==> config.mk <==
export PLATFORM = sky130hd
export DESIGN_NAME = calculator_n
export DESIGN_NICKNAME = d
export VERILOG_FILES = /design/src/rtl/calculator_n.sv
export SDC_FILE = /design/constraint.sdc
export NUM_CORES = 1
export LEC_CHECK = 0
export ABC_AREA = 1
export BUFFER_PORTS_ARGS = -buffer_cell sky130_fd_sc_hd__clkbuf_2
export CAP_MARGIN = 20
export CORE_ASPECT_RATIO = 1.25
export CORE_MARGIN = 2
export CORE_UTILIZATION = 50
export DETAILED_ROUTE_END_ITERATION = 8
export HOLD_SLACK_MARGIN = 0.15
export MAX_ROUTING_LAYER = met4
export PLACE_DENSITY = 0.7
export SYNTH_ARGS = -nofsm -noshare
export SYNTH_HDL_FRONTEND = slang
export SYNTH_SLANG_ARGS = --single-unit
==> constraint.sdc <==
create_clock -name clk -period 8.64 [get_ports clk]
set_input_delay 1.296 -clock clk [delete_from_list [all_inputs] [get_ports clk]]
set_output_delay 1.296 -clock clk [all_outputs]
set_load 0.005 [all_outputs]
==> src/rtl/calculator_n.sv <==
// calculator_n: two-operand hex calculator with slider digit entry and a
// multiplexed common-anode 7-segment display.
// Optional build macro CALC_OVF_BLINK_EN: blink the display while an
// overflowed result is shown (8 blank scans, 8 visible scans, repeating).
module calculator_n #(
  parameter int unsigned DIGITS           = 4,
  parameter int unsigned REFRESH_OVERFLOW = 100000,
  parameter int unsigned DB_OVERFLOW      = 1000000,
  parameter int unsigned SLIDER_OVERFLOW  = 25000000
) (
  input  logic              clk,
  input  logic              reset,
  input  logic              button_clr_undeb,
  input  logic              button_ent_undeb,
  input  logic [DIGITS-1:0] sld,
  input  logic [1:0]        sld_op,
  output logic [DIGITS-1:0] digit_select,
  output logic [6:0]        led_select,
  output logic              ovf
);

  localparam int unsigned W   = 4 * DIGITS;
  localparam int unsigned DBW = (DB_OVERFLOW > 0) ? $clog2(DB_OVERFLOW + 1) : 1;
  localparam int unsigned SW  = (SLIDER_OVERFLOW > 1) ? $clog2(SLIDER_OVERFLOW) : 1;
  localparam int unsigned RW  = (REFRESH_OVERFLOW > 1) ? $clog2(REFRESH_OVERFLOW) : 1;
  localparam int unsigned IW  = (DIGITS > 1) ? $clog2(DIGITS) : 1;

  localparam logic [DBW-1:0] DB_MAX  = DBW'(DB_OVERFLOW);
  localparam logic [SW-1:0]  SLD_MAX = SW'(SLIDER_OVERFLOW - 1);
  localparam logic [RW-1:0]  REF_MAX = RW'(REFRESH_OVERFLOW - 1);
  localparam logic [IW-1:0]  IDX_MAX = IW'(DIGITS - 1);

  typedef enum logic [1:0] {
    S_A,
    S_B,
    S_RES
  } state_t;

  // ---------------------------------------------------------------------
  // Signal declarations
  // ---------------------------------------------------------------------
  logic [1:0]        r_btn_s1, r_btn_s2;   // bit 0 = clear, bit 1 = enter
  logic [DIGITS-1:0] r_sld_s1, r_sld_s2;
  logic [1:0]        r_op_s1,  r_op_s2;

  logic [DBW-1:0]    r_db_cnt [2];
  logic [1:0]        r_db_lvl;
  logic [1:0]        r_db_pulse;
  logic              w_clr, w_ent;

  logic [SW-1:0]     r_sld_cnt [DIGITS];
  logic [DIGITS-1:0] w_inc;

  state_t            r_state;
  logic [W-1:0]      r_a, r_b, r_r;
  logic              r_ovf;

  logic [W:0]        w_sum;
  logic [2*W-1:0]    w_prod;
  logic [W-1:0]      w_res;
  logic              w_res_ovf;

  logic [RW-1:0]     r_ref;
  logic [IW-1:0]     r_idx;
  logic              w_wrap;
  logic [IW-1:0]     w_idx_next;
  logic [W-1:0]      w_val;
  logic [3:0]        w_nib;
  logic              w_blank;

  // ---------------------------------------------------------------------
  // Helpers
  // ---------------------------------------------------------------------
  // Add one (mod 16) to every nibble whose increment bit is set.
  function automatic logic [W-1:0] bump(input logic [W-1:0] v,
                                        input logic [DIGITS-1:0] inc);
    logic [W-1:0] o;
    o = v;
    for (int unsigned i = 0; i < DIGITS; i++) begin
      o[4*i +: 4] = v[4*i +: 4] + {3'b000, inc[i]};
    end
    return o;
  endfunction

  // Active-low segments {g,f,e,d,c,b,a} for a hex digit.
  function automatic logic [6:0] hex7(input logic [3:0] n);
    logic [6:0] s;
    case (n)
      4'h0:    s = 7'b1000000;
      4'h1:    s = 7'b1111001;
      4'h2:    s = 7'b0100100;
      4'h3:    s = 7'b0110000;
      4'h4:    s = 7'b0011001;
      4'h5:    s = 7'b0010010;
      4'h6:    s = 7'b0000010;
      4'h7:    s = 7'b1111000;
      4'h8:    s = 7'b0000000;
      4'h9:    s = 7'b0010000;
      4'hA:    s = 7'b0001000;
      4'hB:    s = 7'b0000011;
      4'hC:    s = 7'b1000110;
      4'hD:    s = 7'b0100001;
      4'hE:    s = 7'b0000110;
      default: s = 7'b0001110;
    endcase
    return s;
  endfunction

  // ---------------------------------------------------------------------
  // Input synchronisers
  // ---------------------------------------------------------------------
  // Two-flop synchroniser on every raw input.
  always_ff @(posedge clk or posedge reset) begin
    if (reset) begin
      r_btn_s1 <= '0;
      r_btn_s2 <= '0;
      r_sld_s1 <= '0;
      r_sld_s2 <= '0;
      r_op_s1  <= '0;
      r_op_s2  <= '0;
    end else begin
      r_btn_s1 <= {button_ent_undeb, button_clr_undeb};
      r_btn_s2 <= r_btn_s1;
      r_sld_s1 <= sld;
      r_sld_s2 <= r_sld_s1;
      r_op_s1  <= sld_op;
      r_op_s2  <= r_op_s1;
    end
  end

  // ---------------------------------------------------------------------
  // Button debounce
  // ---------------------------------------------------------------------
  // Accept a level change after it has been stable long enough; emit a
  // one-cycle pulse on each accepted rising edge.
  always_ff @(posedge clk or posedge reset) begin
    if (reset) begin
      for (int unsigned k = 0; k < 2; k++) begin
        r_db_cnt[k] <= '0;
      end
      r_db_lvl   <= '0;
      r_db_pulse <= '0;
    end else begin
      for (int unsigned k = 0; k < 2; k++) begin
        r_db_pulse[k] <= 1'b0;
        if (r_btn_s2[k] == r_db_lvl[k]) begin
          r_db_cnt[k] <= '0;
        end else if (r_db_cnt[k] == DB_MAX) begin
          r_db_lvl[k]   <= r_btn_s2[k];
          r_db_cnt[k]   <= '0;
          r_db_pulse[k] <= r_btn_s2[k];
        end else begin
          r_db_cnt[k] <= r_db_cnt[k] + DBW'(1);
        end
      end
    end
  end

  assign w_clr = r_db_pulse[0];
  assign w_ent = r_db_pulse[1];

  // ---------------------------------------------------------------------
  // Slider auto-repeat
  // ---------------------------------------------------------------------
  // A held slider requests one digit increment each time its counter wraps.
  always_comb begin
    w_inc = '0;
    for (int unsigned i = 0; i < DIGITS; i++) begin
      w_inc[i] = r_sld_s2[i] && (r_state != S_RES) && (r_sld_cnt[i] == SLD_MAX);
    end
  end

  // Per-digit repeat counters; idle while the slider is low or in S_RES.
  always_ff @(posedge clk or posedge reset) begin
    if (reset) begin
      for (int unsigned i = 0; i < DIGITS; i++) begin
        r_sld_cnt[i] <= '0;
      end
    end else begin
      for (int unsigned i = 0; i < DIGITS; i++) begin
        if (!r_sld_s2[i] || (r_state == S_RES)) begin
          r_sld_cnt[i] <= '0;
        end else if (r_sld_cnt[i] == SLD_MAX) begin
          r_sld_cnt[i] <= '0;
        end else begin
          r_sld_cnt[i] <= r_sld_cnt[i] + SW'(1);
        end
      end
    end
  end

  // ---------------------------------------------------------------------
  // Arithmetic
  // ---------------------------------------------------------------------
  // Result and overflow flag for the synchronised operation select.
  always_comb begin
    w_sum  = {1'b0, r_a} + {1'b0, r_b};
    w_prod = (2*W)'(r_a) * (2*W)'(r_b);
    case (r_op_s2)
      2'b00: begin
        w_res     = w_sum[W-1:0];
        w_res_ovf = w_sum[W];
      end
      2'b01: begin
        w_res     = r_a - r_b;
        w_res_ovf = (r_a < r_b);
      end
      2'b10: begin
        w_res     = w_prod[W-1:0];
        w_res_ovf = |w_prod[2*W-1:W];
      end
      default: begin
        w_res     = r_a ^ r_b;
        w_res_ovf = 1'b0;
      end
    endcase
  end

  // ---------------------------------------------------------------------
  // Control state machine and operand registers
  // ---------------------------------------------------------------------
  // Operand entry, result latch and chaining; clear takes priority.
  always_ff @(posedge clk or posedge reset) begin
    if (reset) begin
      r_state <= S_A;
      r_a     <= '0;
      r_b     <= '0;
      r_r     <= '0;
      r_ovf   <= 1'b0;
    end else if (w_clr) begin
      r_state <= S_A;
      r_a     <= '0;
      r_b     <= '0;
      r_r     <= '0;
      r_ovf   <= 1'b0;
    end else begin
      case (r_state)
        S_A: begin
          r_a <= bump(r_a, w_inc);
          if (w_ent) begin
            r_state <= S_B;
          end
        end
        S_B: begin
          r_b <= bump(r_b, w_inc);
          if (w_ent) begin
            r_r     <= w_res;
            r_ovf   <= w_res_ovf;
            r_state <= S_RES;
          end
        end
        S_RES: begin
          if (w_ent) begin
            r_a     <= r_r;
            r_b     <= '0;
            r_state <= S_A;
          end
        end
        default: r_state <= S_A;
      endcase
    end
  end

  assign ovf = r_ovf;

  // ---------------------------------------------------------------------
  // Display multiplexing
  // ---------------------------------------------------------------------
  // Pick the value shown in the current state and the digit about to be lit.
  always_comb begin
    w_wrap     = (r_ref == REF_MAX);
    w_idx_next = r_idx;
    if (w_wrap) begin
      w_idx_next = (r_idx == IDX_MAX) ? '0 : r_idx + IW'(1);
    end
    case (r_state)
      S_A:     w_val = r_a;
      S_B:     w_val = r_b;
      default: w_val = r_r;
    endcase
    w_nib = 4'(w_val >> (4 * w_idx_next));
  end

`ifdef CALC_OVF_BLINK_EN
  logic       r_blink_armed;
  logic [3:0] r_blink_cnt;

  // Count complete scans while an overflowed result is shown. The partial
  // scan on entry only arms the counter so each phase spans 8 full scans.
  always_ff @(posedge clk or posedge reset) begin
    if (reset) begin
      r_blink_armed <= 1'b0;
      r_blink_cnt   <= '0;
    end else if ((r_state != S_RES) || !r_ovf) begin
      r_blink_armed <= 1'b0;
      r_blink_cnt   <= '0;
    end else if (w_wrap && (r_idx == IDX_MAX)) begin
      if (!r_blink_armed) begin
        r_blink_armed <= 1'b1;
      end else begin
        r_blink_cnt <= r_blink_cnt + 4'd1;
      end
    end
  end

  assign w_blank = (r_state == S_RES) && r_ovf && (!r_blink_armed || !r_blink_cnt[3]);
`else
  assign w_blank = 1'b0;
`endif

  // Refresh timer and registered digit/segment drive, updated together.
  always_ff @(posedge clk or posedge reset) begin
    if (reset) begin
      r_ref        <= '0;
      r_idx        <= '0;
      digit_select <= ~DIGITS'(1);
      led_select   <= 7'b1000000;
    end else begin
      r_ref        <= w_wrap ? '0 : r_ref + RW'(1);
      r_idx        <= w_idx_next;
      digit_select <= w_blank ? '1 : ~(DIGITS'(1) << w_idx_next);
      led_select   <= hex7(w_nib);
    end
  end

endmodule

Yosys cells after proc, flatten, opt, wreduce, memory -nomap -nowiden:

Memories as Yosys holds them, arrays and structs flattened. A register that Yosys moved wholly into a read port is not among the register bits.
Cells that the tools add are included.

* bits in registers: 234
* bits in latches: 0
* bits in writable memories: 0
* bits in read-only memories: 112
* input port bits: 10
* logic and storage cells: 136
* memories kept: 1

* $add $sub $neg: 18
* multiply operators: 1
* divide/modulo/power cells: 0
* order comparisons: 1
* eq/ne operators: 18
* shift operators: 2
* muxes and demuxes: 39
* bitwise logic cells: 4
* reduce and logical (&&, ||, !) cells: 29

Memories
* (no name shown): depth 16, width 7, rd ports 1, clocked after memory_dff 1, write ports 0, RTL line 88 `case (n)`

Operators with widths (count)
* 25-bit 2-to-1 mux: 8
* 16-bit 2-to-1 mux: 7
* 25-bit by 1-bit adder with 25-bit output, second input constant: 4
* 25-bit == test, second input constant: 4
* 16-bit case mux with 2 select lines: 3
* 20-bit 2-to-1 mux: 4
* 16-bit case mux with 3 select lines: 1
* 20-bit by 1-bit adder with 20-bit output, second input constant: 2
* 20-bit == test, second input constant: 2
* 4-bit by 1-bit adder with 4-bit output: 8
* 16-bit by 16-bit multiplier with 32-bit output: 1
* 16-bit by 16-bit adder with 17-bit output: 1
* 17-bit by 1-bit adder with 17-bit output, second input constant: 1
* 17-bit == test, second input constant: 1
* 17-bit 2-to-1 mux: 1
* 16-bit < comparator: 1
* 16-bit OR reduction: 1
* 16-bit by 4-bit >> shifter with 4-bit output: 1
* 16-bit subtractor: 1
* 16-bit bitwise XOR: 1
* 2-bit 2-to-1 mux: 6
* 2-bit AND reduction: 5
* 3-bit inequality test, second input constant: 3
* 1-bit logical AND: 8
* other kinds (17): 37

Longest topological paths before layout:

Gate-level depths: netlist of run 1.

* depth in word-level cells: 6
* mapped depth: 35
* gate-level depth less buffers: 33

Worst setup path before layout of run 1:

OpenSTA, ideal clock, no wires.

* kind: register to register
* from: register r_a[1]
* to: register r_ovf, in the netlist ovf
* setup time: 0.116 ns
* arrival time: 5.783 ns
* slack: 2.740 ns
* stages on the path, launching flop included: 29
* buffers on the path: 2
* path through: dfrtp_1 > clkbuf_1 > clkbuf_1 > nand2_1 > fa_1 > fa_1 > inv_1 > fa_1 > fa_1 > fa_1 > inv_1 > fa_1 > inv_1 > ha_1 > nand2_1 > nor2_1 > and2_1 > and2_1 > nand2_1 > nand3_1 > nand2_1 > nor2_1 > nand2_1 > nor2_1 > nand2_1 > nand2_1 > nand2_1 > nand2_1 > nand2_1

* word-level cells in the longest chain between the ends: 6
* elaborated cells on any way between the ends: 8
* those cells by class: add/sub: 1; mul: 1; order compare: 1; mux: 4; reduce/logical: 1

RTL lines
* start: declaration: RTL line 55 `logic [W-1:0] r_a, r_b, r_r;`
* start signal: assignment: RTL line 239 `r_a <= bump(r_a, w_inc);`
* start signal: assignment: RTL line 254 `r_a <= r_r;`
* 16-bit by 16-bit multiplier with 32-bit output: RTL line 198 `w_prod = (2*W)'(r_a) * (2*W)'(r_b);`
* 16-bit OR reduction: RTL line 210 `w_res_ovf = |w_prod[2*W-1:W];`
* 1-bit case mux with 3 select lines *: RTL line 199 `case (r_op_s2)`
* 1-bit 2-to-1 mux *: RTL line 246 `if (w_ent) begin`
* 1-bit 2-to-1 mux *: RTL line 237 `case (r_state)`
* 1-bit 2-to-1 mux *: RTL line 230 `end else if (w_clr) begin`
* end signal: assignment: RTL line 248 `r_ovf <= w_res_ovf;`
* end: declaration: RTL line 56 `logic r_ovf;`

Every way passes the cells marked *; elsewhere a longest branch is shown, timed or not. The select of a mux whose other input is x is not followed.
A chain may end at the register's enable or synchronous reset.

Final worst setup path of run 1:

Same ends and word-level chain as after synthesis.

==> results.toml, run 1 <==
[critical_path]
cp.required_ns = 9.09
cp.arrival_ns = 7.23
endpoint_kind = "flip-flop"
r2r_start = "r_a[1]"
start_kind = "flip-flop"
rrSetupSlack_ns = 1.85
r2r-end = "ovf"
r2r_cells = 26
critical-path-top-delay-family = "adder cells"
cp_common_cell = "nand2_1"
worst-path-buf-inv = 4
critPathMaxStageDelay_ns = 1.06
cp_slowest_cell = "dfrtp_1"
critPathKind = "flip-flop to flip-flop"
cp_max_fo = 23

[place]
portBuffers = 21
hpwl_mm = 50.7
gp_congestion = 1.00

[cells_and_area]
final_common_cell = "nand2_1"
syn_to_final_growth_pct = 6.24
final_nets = 3513
final_util_pct = 53.9
mostFrequentLayoutCells = "nand2_1 (781), inv_1 (660), nor2_1 (250)"
layout-drive-gt1-share_pct = 4.56

[drt]
routedWlPerCell_um = 17.4
drc = 0
vias = 20423
wl_mm = 65.0
vias_per_cell = 5.45
first_iter_violations = 1314
drtAntennaViolNets = 0
dr.pass1.iters = 5

[power]
power.internal_mw = 1.85
power.switching_uw = 539
pwr-share-seq_pct = 48.0
peakVddDrop_mv = 0.151
combinationalPowerShare_pct = 2.9
pwr_density_cell_mw_per_mm2 = 96.1
p_sw_share_pct = 22.6
p_leak_nw = 12.9
p_clk_share_pct = 49.0

[synth]
synth_seq_cells = 241
synth_ff_type = "dfrtp_1"
synth_edf_count = 0
synth.avg_cell_area_um2 = 7.38
syn-instance-count = 3169
syn_area_mm2 = 0.0234
yosysSeqAreaShare_pct = 25.8
yosysWarningCount = 0
async_flop_share_pct = 100
synthDistinctLibCells = 53
syn_nets = 3543

[global_routing]
grt_max_degree = 117
overflow = 0
track_usage_pct = 28.4
grt_pass1_wl_mm = 107
grt_pass1_vias = 20879
antenna_found_initial = 1

[hold_path]
hp-class = "flip-flop to flip-flop"
hold-path-cell-count = 0
min-delay-start = "r_op_s1[1]"
whs_endpoint = "r_op_s2[1]"

[cts]
cts.reportedPaths.clkPinSlew_ns = 0.08
worstSkewPairLatency_ns = 0.55
post_cts_buffers = 0
cts_tree = "yes"
cts_max_path_buffers = 3
numClockSinks = 241
hold_buffers = 0
post_cts_resized = 0
clockRootBuffer = "clkbuf_16"
cts_made_buffers = 26
htreeDepth = 1

[run]
cap_violations = 0

[die]
die_area_mm2 = 0.0485
row_count = 88
fp.dieW_um = 197
die_h_um = 246
start_util_pct = 50.7
core_mm2 = 0.0461
io_pins = 22

[sta]
hold_violations = 0
skew_ns = 0.0298
tns_ns = 0
period_needed_ns = 6.79
worst_slew_pin_slew_ns = 1.09
max_freq_mhz = 147
min_period_over_period_pct = 78.5
slew-limit-headroom_pct = 27.4
setup_viol = 0
rsz0062_at_grt = "no"
drv_slew = 0

[status]
status = "finished, final reports clean"
Yosys cell counts (9+ instances only):
library cell | instances | area share, %
inv_1 | 661 | 11
a21oi_1 | 147 | 3.1
nand2_1 | 781 | 13
nand3b_1 | 11 | 0.35
nand2_2 | 11 | 0.29
nor2_2 | 11 | 0.29
fa_1 | 196 | 17
dfrtp_1 | 237 | 25
nand4_1 | 54 | 1.4
nor3b_1 | 13 | 0.42
xor2_1 | 25 | 0.94
inv_2 | 10 | 0.16
a31oi_1 | 14 | 0.37
nand3_1 | 122 | 2.6
ha_1 | 168 | 9.0
or2_2 | 14 | 0.37
o22ai_1 | 11 | 0.29
nor3_1 | 74 | 1.6
xnor2_1 | 12 | 0.45
nor3_2 | 9 | 0.39
nor4_1 | 28 | 0.75
o21ai_0 | 122 | 2.6
a221oi_1 | 9 | 0.34
clkbuf_1 | 80 | 1.3
nor2_1 | 250 | 4.0
o21ai_1 | 11 | 0.24
o221ai_1 | 9 | 0.34
power by group through the flow:
| stage | Combinational [mW] | Sequential, mW | Clock (mW) |
|---|---|---|---|
| floorplan | 0.0503 | 1.17 | 0 |
| global placement | 0.0698 | 1.17 | 0 |
| detailed placement | 0.0722 | 1.17 | 0 |
| CTS | 0.0723 | 1.15 | 1.20 |
| global route | 0.0827 | 1.15 | 1.24 |
| finish | 0.0702 | 1.15 | 1.17 |
registers in the layout, indices dropped and copies added (netlist names):
signal	flops
r_ref	17
r_b	16
r_state	2
digit_select	4
r_idx	2
r_btn_s1	2
r_op_s2	2
r_a	16
r_sld_s1	4
led_select	7
r_db_cnt	40
r_db_pulse	2
r_r	16
r_btn_s2	2
r_sld_s2	4
ovf	1
r_op_s1	2
r_sld_cnt	100
r_db_lvl	2
layer usage:
metal  vias to the layer above  share of wire, %  track usage (%)
met3                       187               6.0             3.58
met5                         -                 0                -
met2                       670                49             47.4
li1                       9780                 -                -
met1                      9786                40             33.6
met4                         0               5.8             14.9
stage by stage:
stage	setup slack, ns	cells	power (mW)	cell area, um2	hold WS (ns)
2_1_floorplan	0.734	3169	1.22	23400	0.331
3_3_place_gp	1.85	3696	1.24	24000	0.333
3_5_place_dp	1.85	3696	1.24	24000	0.335
4_1_cts	1.85	3744	2.42	24800	0.339
5_1_grt	1.47	3745	2.47	24800	0.346
6_report	1.85	3745	2.39	24800	0.336
worst max-delay path by stage:
| stage | startpoint | to | slack (ns) | cells past startpoint |
|---|---|---|---|---|
| after global routing | r_a[1] | ovf | 1.47 | 27 |
| final | r_a[1] | ovf | 1.85 | 26 |
| after CTS | r_a[1] | ovf | 1.85 | 26 |
| after global placement | r_a[1] | ovf | 1.85 | 26 |
| after detailed placement | r_a[1] | ovf | 1.85 | 26 |
| after floorplan | reset | digit_select[0] | 0.73 | 1 |
final cells by class:
type                       count  area [um2]
antenna                        1        2.50
timing repair buffer          32         188
multi-input combinational   2162       14500
inverter                     676        2540
clock buffer                  39         751
fill                        4389       21300
sequential                   241        6040
clock inverter                 9         136
tap                          585         732
cell families (layout without fill, tap and decap cells):
family | count (synthesis) | after routing | synth area share (%)
fa+ha+maj | 364 | 364 | 25.8
simple gates | 1402 | 1402 | 26.1
other cells | 0 | 1 | 0
buf+inv | 766 | 756 | 12.4
compound gates | 359 | 359 | 8.58
flops | 241 | 241 | 25.8
xor+xnor | 37 | 37 | 1.39
worst reg2reg max path, cell delays in order (launching register included):
cell,delay [ns]
dfrtp_1,1.06
nand2_1,0.18
fa_1,0.54
fa_1,0.54
inv_1,0.06
fa_1,0.51
fa_1,0.53
fa_1,0.55
inv_1,0.05
fa_1,0.53
inv_1,0.04
ha_1,0.35
nand2_1,0.11
inv_1,0.11
nand2_1,0.09
nor3_1,0.40
nand3_1,0.19
nand3_1,0.12
nand2_1,0.05
nand2_1,0.09
nand3_1,0.15
nor2_1,0.14
nand2_1,0.08
nand2_1,0.06
nand2_1,0.05
nand2_1,0.06
nand2_1,0.04
Note: power is estimated with default switching activity, not from simulation.
==> inputs of run 2 (changes only) <==
- ABC_AREA: 1 -> 0
- clock period: 8.64 -> 6.9 ns (I/O delays scaled with it)
==> run 2 against run 1 <==
Net effect:
- setup slack lost 1.6 ns
- worst hold slack better by 0.0098 ns
- utilization up 1.2 points
- largest cell class unchanged
- largest power group is now registers
==> results.toml, run 2 <==
[status]
status = "finished, final reports clean"

[synth]
synthDistinctLibCells = 76
yosysSeqAreaShare_pct = 27.5
synth_top_area_cell = "dfrtp_1"
synth_common_cells = "inv_1 (274), nor2_1 (272), nand2_1 (271)"
synth_ff_type = "dfrtp_1"
yosysWarningCount = 0
syn-instance-count = 2454
syn_area_mm2 = 0.0220
syn_nets = 2828
synthTopCellsByArea = "dfrtp_1 (27%), fa_1 (18%), ha_1 (9.6%)"
yosysMostFrequentCell = "inv_1"
synth.avg_cell_area_um2 = 8.95
async_flop_share_pct = 100
synth_top_area_share_pct = 27.0
synth_seq_cells = 241
synth_edf_count = 0

[cells_and_area]
reg_top3 = "r_sld_cnt (100), r_db_cnt (40), r_ref (17)"
syn_to_final_growth_pct = 8.16
final_common_cell = "inv_1"
mostFrequentLayoutCells = "inv_1 (273), nand2_1 (271), nor2_1 (271)"
largest_reg_flops = 100
n_antenna_cell = 0
fin_area_mm2 = 0.0238
top_register = "r_sld_cnt"
fin_cells = 3038
final.fill_count = 3907
final_nets = 2829
layout-drive-gt1-share_pct = 7.76

[critical_path]
cp.arrival_ns = 7.06
cp_slowest_cell = "dfrtp_1"
worst-path-buf-inv = 2
critical-path-top-delay-family = "adder cells"
cp_cell_sequence = "buf_4 > nand2_1 > fa_1 > fa_1 > fa_1 > fa_1 > fa_1 > inv_1 > fa_1 > ha_1 > nand2_1 > nor2_1 > nand2_1 > a32oi_1 > a41oi_2 > o21ai_0 > xnor2_1 > o31ai_1 > nor4b_2 > o31ai_1"
r2r_start = "r_b[14]"
critPathMaxStageDelay_ns = 0.55
cp.required_ns = 7.28
cp_max_fo = 11
cp_common_cell = "fa_1"
r2r-end = "ovf"
critPathKind = "flip-flop to flip-flop"
r2r_cells = 20
start_kind = "flip-flop"
endpoint_kind = "flip-flop"
rrSetupSlack_ns = 0.21

[global_routing]
overflow = 0
grt_max_degree = 151
grt_pass1_wl_mm = 88.3
track_usage_pct = 24.6
grt_pass1_vias = 17697
antenna_found_initial = 0

[drt]
routedWlPerCell_um = 17.6
first_iter_violations = 1270
vias_per_cell = 5.64
drtAntennaViolNets = 0
wl_mm = 53.5
vias = 17132
drc = 0
dr.pass1.iters = 5

[cts]
cts_made_buffers = 24
hold_buffers = 0
cts.reportedPaths.clkPinSlew_ns = 0.07
clockRootBuffer = "clkbuf_16"
htreeDepth = 1
worstSkewPairLatency_ns = 0.54
numClockSinks = 241
cts_max_path_buffers = 3
cts_tree = "yes"

[place]
hpwl_mm = 41.0
pre_cts_slack_ns = 0.0140
portBuffers = 21
placed_area_mm2 = 0.0229
dp.cells = 2990
gp_congestion = 0.930

[die]
die_h_um = 238
die_area_mm2 = 0.0456
fp.dieW_um = 191
start_util_pct = 50.9
core_mm2 = 0.0432
row_count = 85
io_pins = 22

[power]
power.total_mw = 2.87
peakVddDrop_mv = 0.234
pwr_density_cell_mw_per_mm2 = 121
p_leak_nw = 10.9

[sta]
period_needed_ns = 6.69
min_period_over_period_pct = 96.9
skew_ns = 0.0232
max_freq_mhz = 150
worst_slew_pin_slew_ns = 1.04
hold_violations = 0
setup_viol = 0
drv_slew = 0
setup_ws_ns = 0.214
slew-limit-headroom_pct = 30.4
tns_ns = 0

[hold_path]
min-delay-start = "r_btn_s1[0]"
hp-class = "flip-flop to flip-flop"
hold-path-cell-count = 0
whs_endpoint = "r_btn_s2[0]"

[run]
cap_violations = 0
==> run 2: cell types whose count changed after synthesis, moves of 30 or more <==
cell / previous run / this run
a21oi_1: 147 / 66
and2_1: 6 / 103
and3_1: 5 / 44
inv_1: 661 / 274
nand2_1: 781 / 271
nor2b_1: 0 / 30
nor3_1: 74 / 29
o21ai_0: 122 / 67
xnor2_1: 12 / 81
xor2_1: 25 / 96
==> run 2: worst reg2reg max path, delay by kind of cell (launching register included) <==
kind | cells | cell delay (ns)
AOI/OAI and AO/OA | 5 | 0.98
xor gates and xnor gates | 1 | 0.20
adders and majority gates | 7 | 3.51
buffers and inverters | 2 | 0.32
DFF | 1 | 0.55
and+or+nand+nor | 5 | 0.97
==> run 2: report_power, final <==
part / switching, mW / internal [mW]
registers: 0.0120 / 1.43
clock network: 0.562 / 0.785
logic: 0.0637 / 0.0193
==> run 2: metrics by stage <==
stage,util (%),hold slack [ns]
floorplan,-,0.331
global route,55.0,0.353
CTS,54.8,0.347
global placement,52.9,0.333
finish,55.0,0.346
detailed placement,52.9,0.335
==> run 2: how the worst max path moves through the flow <==
stage	from	to	slack, ns	cells after the start
floorplan	r_b[9]	ovf	0.42	23
global placement	r_b[4]	ovf	0.17	24
detailed placement	r_b[3]	ovf	0.01	21
CTS	r_b[4]	ovf	0.007	24
global route	r_b[9]	ovf	-0.02	20
finish	r_b[14]	ovf	0.21	20
==> run 2: layer usage <==
metal / vias to the layer above / wire [um] / track usage, %
met4: 0 / 1720 / 8.81
met1: 8537 / 22200 / 30.4
li1: 7994 / - / -
met2: 481 / 27000 / 42.1
met3: 120 / 2560 / 2.41
met5: - / 0 / -
==> run 2: cell type report <==
cell class	instances	area (um2)	area share (%)
Clock buffer	35	703	2.96
Clock inverter	9	108	0.453
Inverter	275	1040	4.36
Multi-Input combinational cell	1819	14500	60.9
Sequential cell	241	6060	25.5
Tap cell	565	707	2.98
Timing Repair Buffer	94	678	2.85
==> run 2: what timing repair did <==
item / CTS / global route
setup endpoints to repair: 1 / 1
setup buffers: 0 / 4
pin swaps: 0 / 2
gates resized for setup: 1 / 26
==> run 2: logic make-up (layout without fill, tap and decap cells) <==
family	count (synthesis)	after routing	synth area share [%]
AOI/OAI and AO/OA	291	291	8.95
xor gates and xnor gates	177	177	7.06
adders and majority gates	364	364	27.4
buffers and inverters	394	413	6.84
DFF	241	241	27.5
muxes	33	33	1.61
and+or+nand+nor	954	954	20.6
